===== src/rtl/load_wb_pkg.sv =====
// Shared types and constants for the load/writeback unit: opcode classes,
// load funct3 codes, FSM states and the access-size helper.
package load_wb_pkg;

    // instr_opcode[5]: 0 selects an ALU op; otherwise [4:3] selects the class
    localparam logic       OPC_ALU    = 1'b0;
    localparam logic [1:0] OPC_LOAD   = 2'b00;
    localparam logic [1:0] OPC_STORE  = 2'b01;
    localparam logic [1:0] OPC_BRANCH = 2'b10;
    localparam logic [1:0] OPC_JUMP   = 2'b11;

    localparam logic [2:0] F3_LB  = 3'b000;
    localparam logic [2:0] F3_LH  = 3'b001;
    localparam logic [2:0] F3_LW  = 3'b010;
    localparam logic [2:0] F3_LD  = 3'b011;
    localparam logic [2:0] F3_LBU = 3'b100;
    localparam logic [2:0] F3_LHU = 3'b101;
    localparam logic [2:0] F3_LWU = 3'b110;

    typedef enum logic [1:0] {
        ST_IDLE,
        ST_REQ0,
        ST_REQ1,
        ST_WB
    } state_t;

    // Bytes touched by a load; 0 for an unused encoding.
    function automatic logic [3:0] access_bytes(input logic [2:0] funct3);
        case (funct3)
            F3_LB, F3_LBU: return 4'd1;
            F3_LH, F3_LHU: return 4'd2;
            F3_LW, F3_LWU: return 4'd4;
            F3_LD:         return 4'd8;
            default:       return 4'd0;
        endcase
    endfunction

endpackage


===== src/rtl/load_wb_unit_if.sv =====
// Instruction handshake, data-memory read port and register-file write port
// of the load/writeback unit, bundled as one interface.
interface load_wb_unit_if #(
    parameter int XLEN      = 32,
    parameter int RF_ADDR_W = 5
);
    logic                 in_valid_i;
    logic                 in_ready_o;
    logic [5:0]           instr_opcode_i;
    logic [XLEN-1:0]      alu_out_i;
    logic [RF_ADDR_W-1:0] rd_i;
    logic                 dmem_req_o;
    logic [XLEN-1:0]      dmem_addr_o;
    logic                 dmem_rvalid_i;
    logic [XLEN-1:0]      dmem_rdata_i;
    logic                 rf_we_o;
    logic [RF_ADDR_W-1:0] rf_waddr_o;
    logic [XLEN-1:0]      rf_write_o;
    logic                 misalign_o;
    logic                 illegal_o;

    modport slave (
        input  in_valid_i, instr_opcode_i, alu_out_i, rd_i, dmem_rvalid_i, dmem_rdata_i,
        output in_ready_o, dmem_req_o, dmem_addr_o, rf_we_o, rf_waddr_o, rf_write_o,
               misalign_o, illegal_o
    );

    modport master (
        output in_valid_i, instr_opcode_i, alu_out_i, rd_i, dmem_rvalid_i, dmem_rdata_i,
        input  in_ready_o, dmem_req_o, dmem_addr_o, rf_we_o, rf_waddr_o, rf_write_o,
               misalign_o, illegal_o
    );
endinterface


===== src/rtl/load_wb_unit_extract.sv =====
// Combinational load aligner: shifts a two-word window down by the byte
// offset, then sign- or zero-extends the selected width to XLEN.
module load_extract
    import load_wb_pkg::*;
#(
    parameter int XLEN = 32
) (
    input  logic [2*XLEN-1:0]          window,
    input  logic [$clog2(XLEN/8)-1:0]  offset,
    input  logic [2:0]                 funct3,
    output logic [XLEN-1:0]            value,
    output logic                       legal
);
    logic [2*XLEN-1:0] shifted;
    logic [XLEN-1:0]   low;
    logic [3:0]        nbytes;
    logic [6:0]        nbits;
    logic              sign_bit;
    logic              fill;

    assign shifted = window >> {offset, 3'b000};
    assign low     = shifted[XLEN-1:0];
    assign nbytes  = access_bytes(funct3);
    assign nbits   = {nbytes, 3'b000};

    always_comb begin
        case (nbytes)
            4'd1:    sign_bit = low[7];
            4'd2:    sign_bit = low[15];
            4'd4:    sign_bit = low[31];
            default: sign_bit = low[XLEN-1];
        endcase
    end

    // funct3[2] marks the zero-extending variants
    assign fill = sign_bit & ~funct3[2];

    for (genvar gi = 0; gi < XLEN; gi++) begin : g_bit
        assign value[gi] = (7'(gi) < nbits) ? low[gi] : fill;
    end

    always_comb begin
        case (funct3)
            F3_LB, F3_LH, F3_LW, F3_LBU, F3_LHU: legal = 1'b1;
            F3_LD, F3_LWU:                       legal = (XLEN == 64);
            default:                             legal = 1'b0;
        endcase
    end
endmodule


===== src/rtl/load_wb_unit.sv =====
// Writeback stage: forwards ALU results or fetches, aligns and extends load
// data (splitting a line-crossing load into two beats) before one RF write.
module load_wb_unit
    import load_wb_pkg::*;
#(
    parameter int XLEN        = 32,
    parameter int MISALIGN_EN = 1,
    parameter int RF_ADDR_W   = 5
) (
    input  logic           clk_i,
    input  logic           rst_i,
    load_wb_unit_if.slave  bus
);
    localparam int NB    = XLEN / 8;
    localparam int OFF_W = $clog2(NB);

    state_t               state_reg, state_next;
    logic [2:0]           funct3_reg, funct3_next;
    logic [RF_ADDR_W-1:0] rd_reg, rd_next;
    logic [XLEN-1:0]      addr_reg, addr_next;
    logic [XLEN-1:0]      beat0_reg, beat0_next;
    logic                 rf_we_reg, rf_we_next;
    logic [RF_ADDR_W-1:0] rf_waddr_reg, rf_waddr_next;
    logic [XLEN-1:0]      rf_write_reg, rf_write_next;
    logic                 misalign_reg, misalign_next;
    logic                 illegal_reg, illegal_next;

    logic                 is_load, writes_alu;
    logic [OFF_W-1:0]     offset;
    logic [4:0]           end_byte;
    logic                 spill;
    logic [XLEN-1:0]      aligned;
    logic [2*XLEN-1:0]    ext_window;
    logic [2:0]           ext_funct3;
    logic [XLEN-1:0]      ext_value;
    logic                 ext_legal;
    logic                 do_write;
    logic [XLEN-1:0]      write_val;
    logic [RF_ADDR_W-1:0] wr_rd;
    logic                 req;

    assign is_load    = (bus.instr_opcode_i[5] != OPC_ALU) && (bus.instr_opcode_i[4:3] == OPC_LOAD);
    assign writes_alu = (bus.instr_opcode_i[5] == OPC_ALU) || (bus.instr_opcode_i[4:3] == OPC_JUMP);

    assign offset   = addr_reg[OFF_W-1:0];
    assign end_byte = 5'(offset) + 5'(access_bytes(funct3_reg));
    assign spill    = end_byte > 5'(NB);
    assign aligned  = {addr_reg[XLEN-1:OFF_W], {OFF_W{1'b0}}};

    // Legality is judged on the incoming funct3 while idle, on the captured one afterwards
    assign ext_funct3 = (state_reg == ST_IDLE) ? bus.instr_opcode_i[2:0] : funct3_reg;
    assign ext_window = (state_reg == ST_REQ1) ? {bus.dmem_rdata_i, beat0_reg}
                                               : {{XLEN{1'b0}}, bus.dmem_rdata_i};

    load_extract #(.XLEN(XLEN)) u_extract (
        .window (ext_window),
        .offset (offset),
        .funct3 (ext_funct3),
        .value  (ext_value),
        .legal  (ext_legal)
    );

    always_comb begin
        state_next  = state_reg;
        funct3_next = funct3_reg;
        rd_next     = rd_reg;
        addr_next   = addr_reg;
        beat0_next  = beat0_reg;
        misalign_next = 1'b0;
        illegal_next  = 1'b0;
        do_write    = 1'b0;
        write_val   = '0;
        wr_rd       = rd_reg;
        case (state_reg)
            ST_IDLE: begin
                wr_rd = bus.rd_i;
                if (bus.in_valid_i) begin
                    funct3_next = bus.instr_opcode_i[2:0];
                    rd_next     = bus.rd_i;
                    addr_next   = bus.alu_out_i;
                    state_next  = ST_WB;
                    if (is_load) begin
                        if (ext_legal) state_next   = ST_REQ0;
                        else           illegal_next = 1'b1;
                    end else if (writes_alu) begin
                        do_write  = 1'b1;
                        write_val = bus.alu_out_i;
                    end
                end
            end
            ST_REQ0: begin
                if (bus.dmem_rvalid_i) begin
                    if (!spill) begin
                        do_write   = 1'b1;
                        write_val  = ext_value;
                        state_next = ST_WB;
                    end else if (MISALIGN_EN != 0) begin
                        beat0_next = bus.dmem_rdata_i;
                        state_next = ST_REQ1;
                    end else begin
                        misalign_next = 1'b1;
                        state_next    = ST_WB;
                    end
                end
            end
            ST_REQ1: begin
                if (bus.dmem_rvalid_i) begin
                    do_write   = 1'b1;
                    write_val  = ext_value;
                    state_next = ST_WB;
                end
            end
            default: state_next = ST_IDLE;
        endcase
        // Results are registered on entry to WB, so the pulse coincides with WB
        rf_we_next    = do_write && (wr_rd != '0);
        rf_waddr_next = rf_we_next ? wr_rd : rf_waddr_reg;
        rf_write_next = rf_we_next ? write_val : rf_write_reg;
    end

    always_ff @(posedge clk_i) begin
        if (rst_i) begin
            state_reg    <= ST_IDLE;
            funct3_reg   <= '0;
            rd_reg       <= '0;
            addr_reg     <= '0;
            beat0_reg    <= '0;
            rf_we_reg    <= 1'b0;
            rf_waddr_reg <= '0;
            rf_write_reg <= '0;
            misalign_reg <= 1'b0;
            illegal_reg  <= 1'b0;
        end else begin
            state_reg    <= state_next;
            funct3_reg   <= funct3_next;
            rd_reg       <= rd_next;
            addr_reg     <= addr_next;
            beat0_reg    <= beat0_next;
            rf_we_reg    <= rf_we_next;
            rf_waddr_reg <= rf_waddr_next;
            rf_write_reg <= rf_write_next;
            misalign_reg <= misalign_next;
            illegal_reg  <= illegal_next;
        end
    end

    assign req = ((state_reg == ST_REQ0) || (state_reg == ST_REQ1)) && !rst_i;

    assign bus.in_ready_o  = (state_reg == ST_IDLE) && !rst_i;
    assign bus.dmem_req_o  = req;
    assign bus.dmem_addr_o = !req ? '0 : (state_reg == ST_REQ1) ? aligned + XLEN'(NB) : aligned;
    assign bus.rf_we_o     = rf_we_reg;
    assign bus.rf_waddr_o  = rf_waddr_reg;
    assign bus.rf_write_o  = rf_write_reg;
    assign bus.misalign_o  = misalign_reg;
    assign bus.illegal_o   = illegal_reg;
endmodule


===== src/flat_wrapper.sv =====
// flat-port wrapper written by rule: the top's interface ports become plain ports
module load_wb_unit_flat import load_wb_pkg::*;
#(
    parameter int XLEN        = 32,
    parameter int MISALIGN_EN = 1,
    parameter int RF_ADDR_W   = 5
)
  (clk_i, rst_i, bus_in_valid_i, bus_instr_opcode_i, bus_alu_out_i, bus_rd_i, bus_dmem_rvalid_i, bus_dmem_rdata_i, bus_in_ready_o, bus_dmem_req_o, bus_dmem_addr_o, bus_rf_we_o, bus_rf_waddr_o, bus_rf_write_o, bus_misalign_o, bus_illegal_o);
  load_wb_unit_if #(.XLEN(XLEN), .RF_ADDR_W(RF_ADDR_W)) bus_i ();
  input  logic clk_i;
  input  logic rst_i;
  input wire logic [$bits(bus_i.in_valid_i)-1:0] bus_in_valid_i;
  input wire logic [$bits(bus_i.instr_opcode_i)-1:0] bus_instr_opcode_i;
  input wire logic [$bits(bus_i.alu_out_i)-1:0] bus_alu_out_i;
  input wire logic [$bits(bus_i.rd_i)-1:0] bus_rd_i;
  input wire logic [$bits(bus_i.dmem_rvalid_i)-1:0] bus_dmem_rvalid_i;
  input wire logic [$bits(bus_i.dmem_rdata_i)-1:0] bus_dmem_rdata_i;
  output wire logic [$bits(bus_i.in_ready_o)-1:0] bus_in_ready_o;
  output wire logic [$bits(bus_i.dmem_req_o)-1:0] bus_dmem_req_o;
  output wire logic [$bits(bus_i.dmem_addr_o)-1:0] bus_dmem_addr_o;
  output wire logic [$bits(bus_i.rf_we_o)-1:0] bus_rf_we_o;
  output wire logic [$bits(bus_i.rf_waddr_o)-1:0] bus_rf_waddr_o;
  output wire logic [$bits(bus_i.rf_write_o)-1:0] bus_rf_write_o;
  output wire logic [$bits(bus_i.misalign_o)-1:0] bus_misalign_o;
  output wire logic [$bits(bus_i.illegal_o)-1:0] bus_illegal_o;
  assign bus_i.in_valid_i = bus_in_valid_i;
  assign bus_i.instr_opcode_i = bus_instr_opcode_i;
  assign bus_i.alu_out_i = bus_alu_out_i;
  assign bus_i.rd_i = bus_rd_i;
  assign bus_i.dmem_rvalid_i = bus_dmem_rvalid_i;
  assign bus_i.dmem_rdata_i = bus_dmem_rdata_i;
  assign bus_in_ready_o = bus_i.in_ready_o;
  assign bus_dmem_req_o = bus_i.dmem_req_o;
  assign bus_dmem_addr_o = bus_i.dmem_addr_o;
  assign bus_rf_we_o = bus_i.rf_we_o;
  assign bus_rf_waddr_o = bus_i.rf_waddr_o;
  assign bus_rf_write_o = bus_i.rf_write_o;
  assign bus_misalign_o = bus_i.misalign_o;
  assign bus_illegal_o = bus_i.illegal_o;
  load_wb_unit #(.XLEN(XLEN), .MISALIGN_EN(MISALIGN_EN), .RF_ADDR_W(RF_ADDR_W)) u_core (.clk_i(clk_i), .rst_i(rst_i), .bus(bus_i));
endmodule

===== config.mk =====
export PLATFORM = sky130hd
export DESIGN_NAME = load_wb_unit_flat
export DESIGN_NICKNAME = d
export VERILOG_FILES = /design/src/rtl/load_wb_pkg.sv /design/src/rtl/load_wb_unit_if.sv /design/src/rtl/load_wb_unit_extract.sv /design/src/rtl/load_wb_unit.sv /design/src/flat_wrapper.sv
export SDC_FILE = /design/constraint.sdc
export NUM_CORES = 1
export LEC_CHECK = 0
export BUFFER_PORTS_ARGS = -buffer_cell sky130_fd_sc_hd__buf_2
export CAP_MARGIN = 20
export CORE_ASPECT_RATIO = 0.9
export CORE_UTILIZATION = 50
export DETAILED_ROUTE_END_ITERATION = 10
export PLACE_DENSITY = 0.83
export SKIP_CTS_REPAIR_TIMING = 1
export SYNTH_ARGS = -nofsm -noshare
export SYNTH_HDL_FRONTEND = slang
export SYNTH_SLANG_ARGS = --single-unit

===== constraint.sdc =====
create_clock -name clk_i -period 3.6 [get_ports clk_i]
set_clock_uncertainty 0.1 [all_clocks]
set_input_delay 0.36 -clock clk_i [delete_from_list [all_inputs] [get_ports clk_i]]
set_output_delay 0.36 -clock clk_i [all_outputs]
set_load 0.02 [all_outputs]

# Word-level counts from Yosys, hierarchy flattened
# Index checks and enable logic that the tools add are counted.
dict set report totals {
  reg_bits 113
  latch_bits 0
  ram_bits 0
  mem_bits_ro 0
  in_bits 79
  n_memories 0
}
dict set report op_classes {
  add_sub_neg 2
  n_mul 0
  div_mod_pow 0
  magnitude_cmp 33
  eq_ne 20
  shifts 1
  mux 63
  bitwise_logic 6
  reduce_logical 23
}
# op count
set op_table {}
lappend op_table {{$mux 32} 8}
lappend op_table {{$lt 5x7->1 const A} 16}
lappend op_table {{$pmux 32 s3} 1}
lappend op_table {{$mux 64} 1}
lappend op_table {{$shr 64x5->32} 1}
lappend op_table {{$lt 4x7->1 const A} 8}
lappend op_table {{$mux 1} 41}
lappend op_table {{$add 32x3->32 const B} 1}
lappend op_table {{$pmux 4 s4} 2}
lappend op_table {{$lt 3x7->1 const A} 4}
lappend op_table {{$eq 3x3->1 const B} 6}
lappend op_table {{$lt 1x7->1 const A} 2}
lappend op_table {{$lt 2x7->1 const A} 2}
lappend op_table {{$eq 3x2->1 const B} 4}
lappend op_table {{$reduce_or 2->1} 6}
lappend op_table {{$mux 2} 5}
lappend op_table {{$eq 3x1->1 const B} 2}
lappend op_table {{$logic_not 3->1} 2}
lappend op_table {{$ne 2x2->1 const B} 3}
lappend op_table {{$pmux 2 s3} 1}
lappend op_table {{$reduce_and 3->1} 2}
lappend op_table {{$add 2x4->5} 1}
lappend op_table {{$gt 5x3->1 const B} 1}
lappend op_table {{$mux 5} 1}
lappend op_table {{17 further kinds} 27}

# Longest topological paths before layout
dict set report depth {
  depth_word 12
  ltp_mapped 13
  depth_no_buf 10
}

# Hierarchy
# From an unflattened synthesis, not the netlist that was laid out.
dict set report unflattened {
  cells_unflattened 942
  hier_area_um2 7908.8
}
# module n_inst cells_per_inst area_per_inst_um2 seq_area_each_um2
set by_module_without_submodules {}
lappend by_module_without_submodules {load_wb_unit 1 828 6645.1 2262.2}
lappend by_module_without_submodules {load_extract 1 114 1263.7 0.0}

# Worst setup path after synthesis
# OpenSTA, ideal clock, no wires.
dict set report synth_timing {
  path_kind {flip-flop to flip-flop}
  start {register u_core.addr_reg[1]}
  end {register u_core.rf_write_reg[7] (netlist: u_core.bus.rf_write_o[7])}
  setup_time_ps 123
  arrival_time_ps 2887
  path_slack_ps 490
  path_stages_with_launch 14
  path_buffers 5
  period_less_slack_ps 3110
  cell_sequence {dfxtp_1 clkbuf_8 buf_2 inv_2 buf_1 fa_1 nor2b_1 o2bb2ai_1 a21o_1 buf_2 buf_2 a21oi_1 a221oi_1 nor2_1}
}
dict set report synth_between {
  elab_chain_cells 7
  word_cells_on_any_way 14
  cone_classes {1 x add/sub; 1 x order compare; 1 x shift; 9 x mux; 1 x bitwise; 1 x reduce/logical}
}
# item line_no
set synth_lines {}
lappend synth_lines {{start: declaration} load_wb_unit.sv:20} ;# logic [XLEN-1:0] addr_reg, addr_next;
lappend synth_lines {{start signal: assignment} load_wb_unit.sv:137} ;# addr_reg <= addr_next;
lappend synth_lines {{parallel branches: the longest is 7 deep, another holds $add 2x4->5} -}
lappend synth_lines {{end signal: assignment} load_wb_unit.sv:141} ;# rf_write_reg <= rf_write_next;
lappend synth_lines {{end: declaration} load_wb_unit.sv:24} ;# logic [XLEN-1:0] rf_write_reg, rf_write_next;
# Parallel ways; which one is timed is not known.
# A chain may end at the register's enable or synchronous reset.

# Worst setup path in the final report
dict set report layout_timing {
  start {register u_core.state_reg[0]}
  end {output bus_dmem_addr_o[20]}
}
dict set report layout_between {
  elab_chain_cells 4
  word_cells_on_any_way 6
  cone_classes {2 x eq/ne; 2 x mux; 2 x reduce/logical}
}
# item line_no
set layout_lines {}
lappend layout_lines {{start: declaration} load_wb_unit.sv:17} ;# state_t state_reg, state_next;
lappend layout_lines {{start signal: assignment} load_wb_unit.sv:134} ;# state_reg <= state_next;
lappend layout_lines {{$eq 2x1->1 or $eq 2x2->1 (tied branches)} {load_wb_unit.sv:147, load_wb_unit.sv:151}}
lappend layout_lines {{$logic_or 1x1->1} load_wb_unit.sv:147} ;# assign req = ((state_reg == ST_REQ0) || (state_reg == ST_REQ1)) && !rst_i;
lappend layout_lines {{$logic_and 1x1->1} load_wb_unit.sv:147}
lappend layout_lines {{$mux 32 (*)} load_wb_unit.sv:151} ;# assign bus.dmem_addr_o = !req ? '0 : (state_reg == ST_REQ1) ? aligned + XLEN'(NB) : aligned;
lappend layout_lines {{end: declaration} flat_wrapper.sv:20} ;# output wire logic [$bits(bus_i.dmem_addr_o)-1:0] bus_dmem_addr_o;
# Every way passes the cells marked *; elsewhere a longest branch is shown, timed or not.

==> reports/metrics.csv <==
stage,metric,value,unit
status,run status,completed,
final_layout,layout cells sized above 1,24.6,%
placement,IO Port Bufs,149,
final_layout,fillers,1179,
critical_path,critical path class,register to output pin,
die,Die Wd,126,um
synthesis,"Seq/Total Area, Yosys",32.8,%
timing,Final period util,92.7,%
drt,post-DR vias/cell,6.05,
final_layout,most frequent cells in the layout,"buf_2 (149), nand2_1 (120), dfxtp_1 (112)",
synthesis,Syn Inst Count,816,
timing,Final Max Slew Viols,0,
synthesis,#FFs+latches synth,113,
final_layout,Syn-to-layout area delta,18.8,%
critical_path,critical-path cell list,"inv_1, ha_2, nand2_1, nor3_1, nand2b_1, or3_1, a21oi_1, buf_2",
timing,RSZ-0062 raised after global routing,false,
timing,slew at the pin closest to its max-slew limit,942,ps
die,Core Rows,40,
grt,Congestion Overflow GR,0,
timing,# setup viols final,0,
clocking,worst-skew pair later-pin latency,420,ps
grt,vias in the first global route,5971,
drt,Starting DRT DRC Count,742,
clocking,H-tree depth,4,
synthesis,Synth Flop Type,dfxtp_1,
timing,setup ws final,261,ps
synthesis,"area leader, netlist",dfxtp_1,
pwr,Power Dens Cells,786,nW/um^2
placement,Post-DP HPWL,14500,um
die,Die Area,14300,um^2
synthesis,synth unique cells,61,
drt,post-DR wirelength/cell,18.1,um
timing,fin crit period,3340,ps
critical_path,Crit-path slowest cell,nor3_1,
placement,"worst slack, placed",577,ps
synthesis,synth warn,0,
clocking,Clock Sinks,113,
drt,wl on met1,8560,um
grt,GRT Util Overall,28.5,%
synthesis,Post-Syn Area,6900,um^2
synthesis,Post-synth ARST share,0,%
clocking,CTS tree,built,
clocking,Longest Clk Path Bufs,2,
clocking,CTS root buf,clkbuf_16,
critical_path,Worst Setup End Kind,output pin,
drt,routed wl met2,9370,um
placement,GP Congestion,0.909,
critical_path,WP data required,3140,ps
critical_path,Crit path largest cell delay,440,ps
grt,first-pass GRT wire length,31700,um
clocking,clock slew at reported path FFs,60,ps
min_path,Min-Delay Path Class,primary input to register,
critical_path,data arrival time of the critical path,2880,ps
drt,WL met3,1760,um
grt,antenna violations before repair,0,
drt,top routing layer used,met4,
timing,setup_tns,0,ps
die,Ports,153,
run,MaxCap Viol Count,0,
pwr,Peak VDD IR,0.000410,V
clocking,CTS buffer count,17,
synthesis,Synth area leaders,"dfxtp_1 (33%), mux2i_1 (13%), nand2_1 (6.5%), a21oi_1 (6.2%), mux4_2 (4.9%)",
die,Die Ht,113,um
final_layout,Final nets,1021,
timing,count of final hold-check violations,0,
drt,antenna-violating nets left,0,
critical_path,Critical Path Source Type,register,
grt,largest net degree at the start of global routing,83,
drt,Routed Wire Length,20200,um
final_layout,ant diodes,0,
die,Std-Cell Core Area,13400,um^2
critical_path,CP bufs+invs,2,
critical_path,crit-path max FO,14,
die,Starting Density,51.5,%
final_layout,"commonest non-fill, non-tap cell in the layout",buf_2,
synthesis,"EDFF count, synth",0,
synthesis,Syn Area/Cell,8.46,um^2
timing,FMAX,299,MHz
synthesis,top cell type's share of synthesized area,32.8,%
drt,TritonRoute pass-1 iters,5,
drt,post-route DRC violation count,0,
pwr,P_leak,3.45,nW
timing,Slew Limit Headroom,37.0,%
critical_path,"CP delay by family, top",simple AND/OR/NAND/NOR gates,
drt,Vias,6741,
[per-layer routing]
metal | vias up | GRT usage [%]
li1 | 3198 | -
met1 | 3143 | 37.9
met2 | 357 | 45.8
met3 | 43 | 6.71
met4 | 0 | 9.40
met5 | - | 0
[worst reg2reg max path, cell delays in order (launching register included)]
cell,delay (ps)
dfxtp_1,460
nor2_1,80
ha_1,210
inv_1,80
fa_1,410
nor2b_1,150
o2bb2ai_1,220
a21o_1,290
nand2_1,360
nand3_1,420
a31oi_1,150
[path summary, 6_finish.rpt]
kind	startpoint	to	slack [ps]	cells past startpoint
setup / recovery	u_core.state_reg[0]	bus_dmem_addr_o[20]	260	8
hold / removal	bus_dmem_rdata_i[25]	u_core.beat0_reg[25]	90	3
setup reg to reg	u_core.funct3_reg[1]	u_core.bus.rf_write_o[10]	520	10
hold reg to reg	u_core.rd_reg[2]	u_core.rd_reg[2]	380	2
[area by class of cell]
cell class / instances / area (um^2) / share of cell area [%]
Sequential cell: 113 / 2260 / 27.6
Inverter: 12 / 45.0 / 0.549
Tap cell: 168 / 210 / 2.56
Multi-Input combinational cell: 625 / 4220 / 51.4
Clock inverter: 9 / 129 / 1.57
Timing Repair Buffer: 164 / 858 / 10.5
Clock buffer: 23 / 478 / 5.83
[kinds of logic after synthesis]
kind of cell	Yosys count	share of synthesized area, %
simple gates	269	16.8
compound gates	207	19.7
mux	113	19.5
flops	113	32.8
buf+inv	80	6.33
xor+xnor	24	3.05
fa+ha+maj	9	1.74
other cells	1	0.0543
[power by group]
part | leakage [nW] | internal (mW) | switching, mW
Sequential | 0.923 | 1.54 | 0.238
Combinational | 2.23 | 1.06 | 1.88
Clock | 0.294 | 1.14 | 0.586
Total | 3.45 | 3.74 | 2.70
[synthesized netlist by cell type (all sizes together) (15+ instances only)]
cell and n:
dfxtp 113, a31oi 16, o21ai 33, xor2 19, a21oi 85, nand2 120, clkbuf 35, mux2i 90
buf 32, a211oi 20, mux4 15, nor2 89, o221ai 20
[per-stage QoR]
step	instances	area (um^2)	total power, mW	hold slack [ps]	util (%)
floorplan	818	6910	3.98	348	-
global placement	1082	7590	4.58	357	56.6
detailed placement	1082	7590	4.65	365	56.6
CTS	1114	8200	6.40	88.1	61.1
global route	1114	8200	6.77	94.6	61.1
finish	1114	8200	6.44	94.7	61.1
Power figures use the tool's default switching activity.
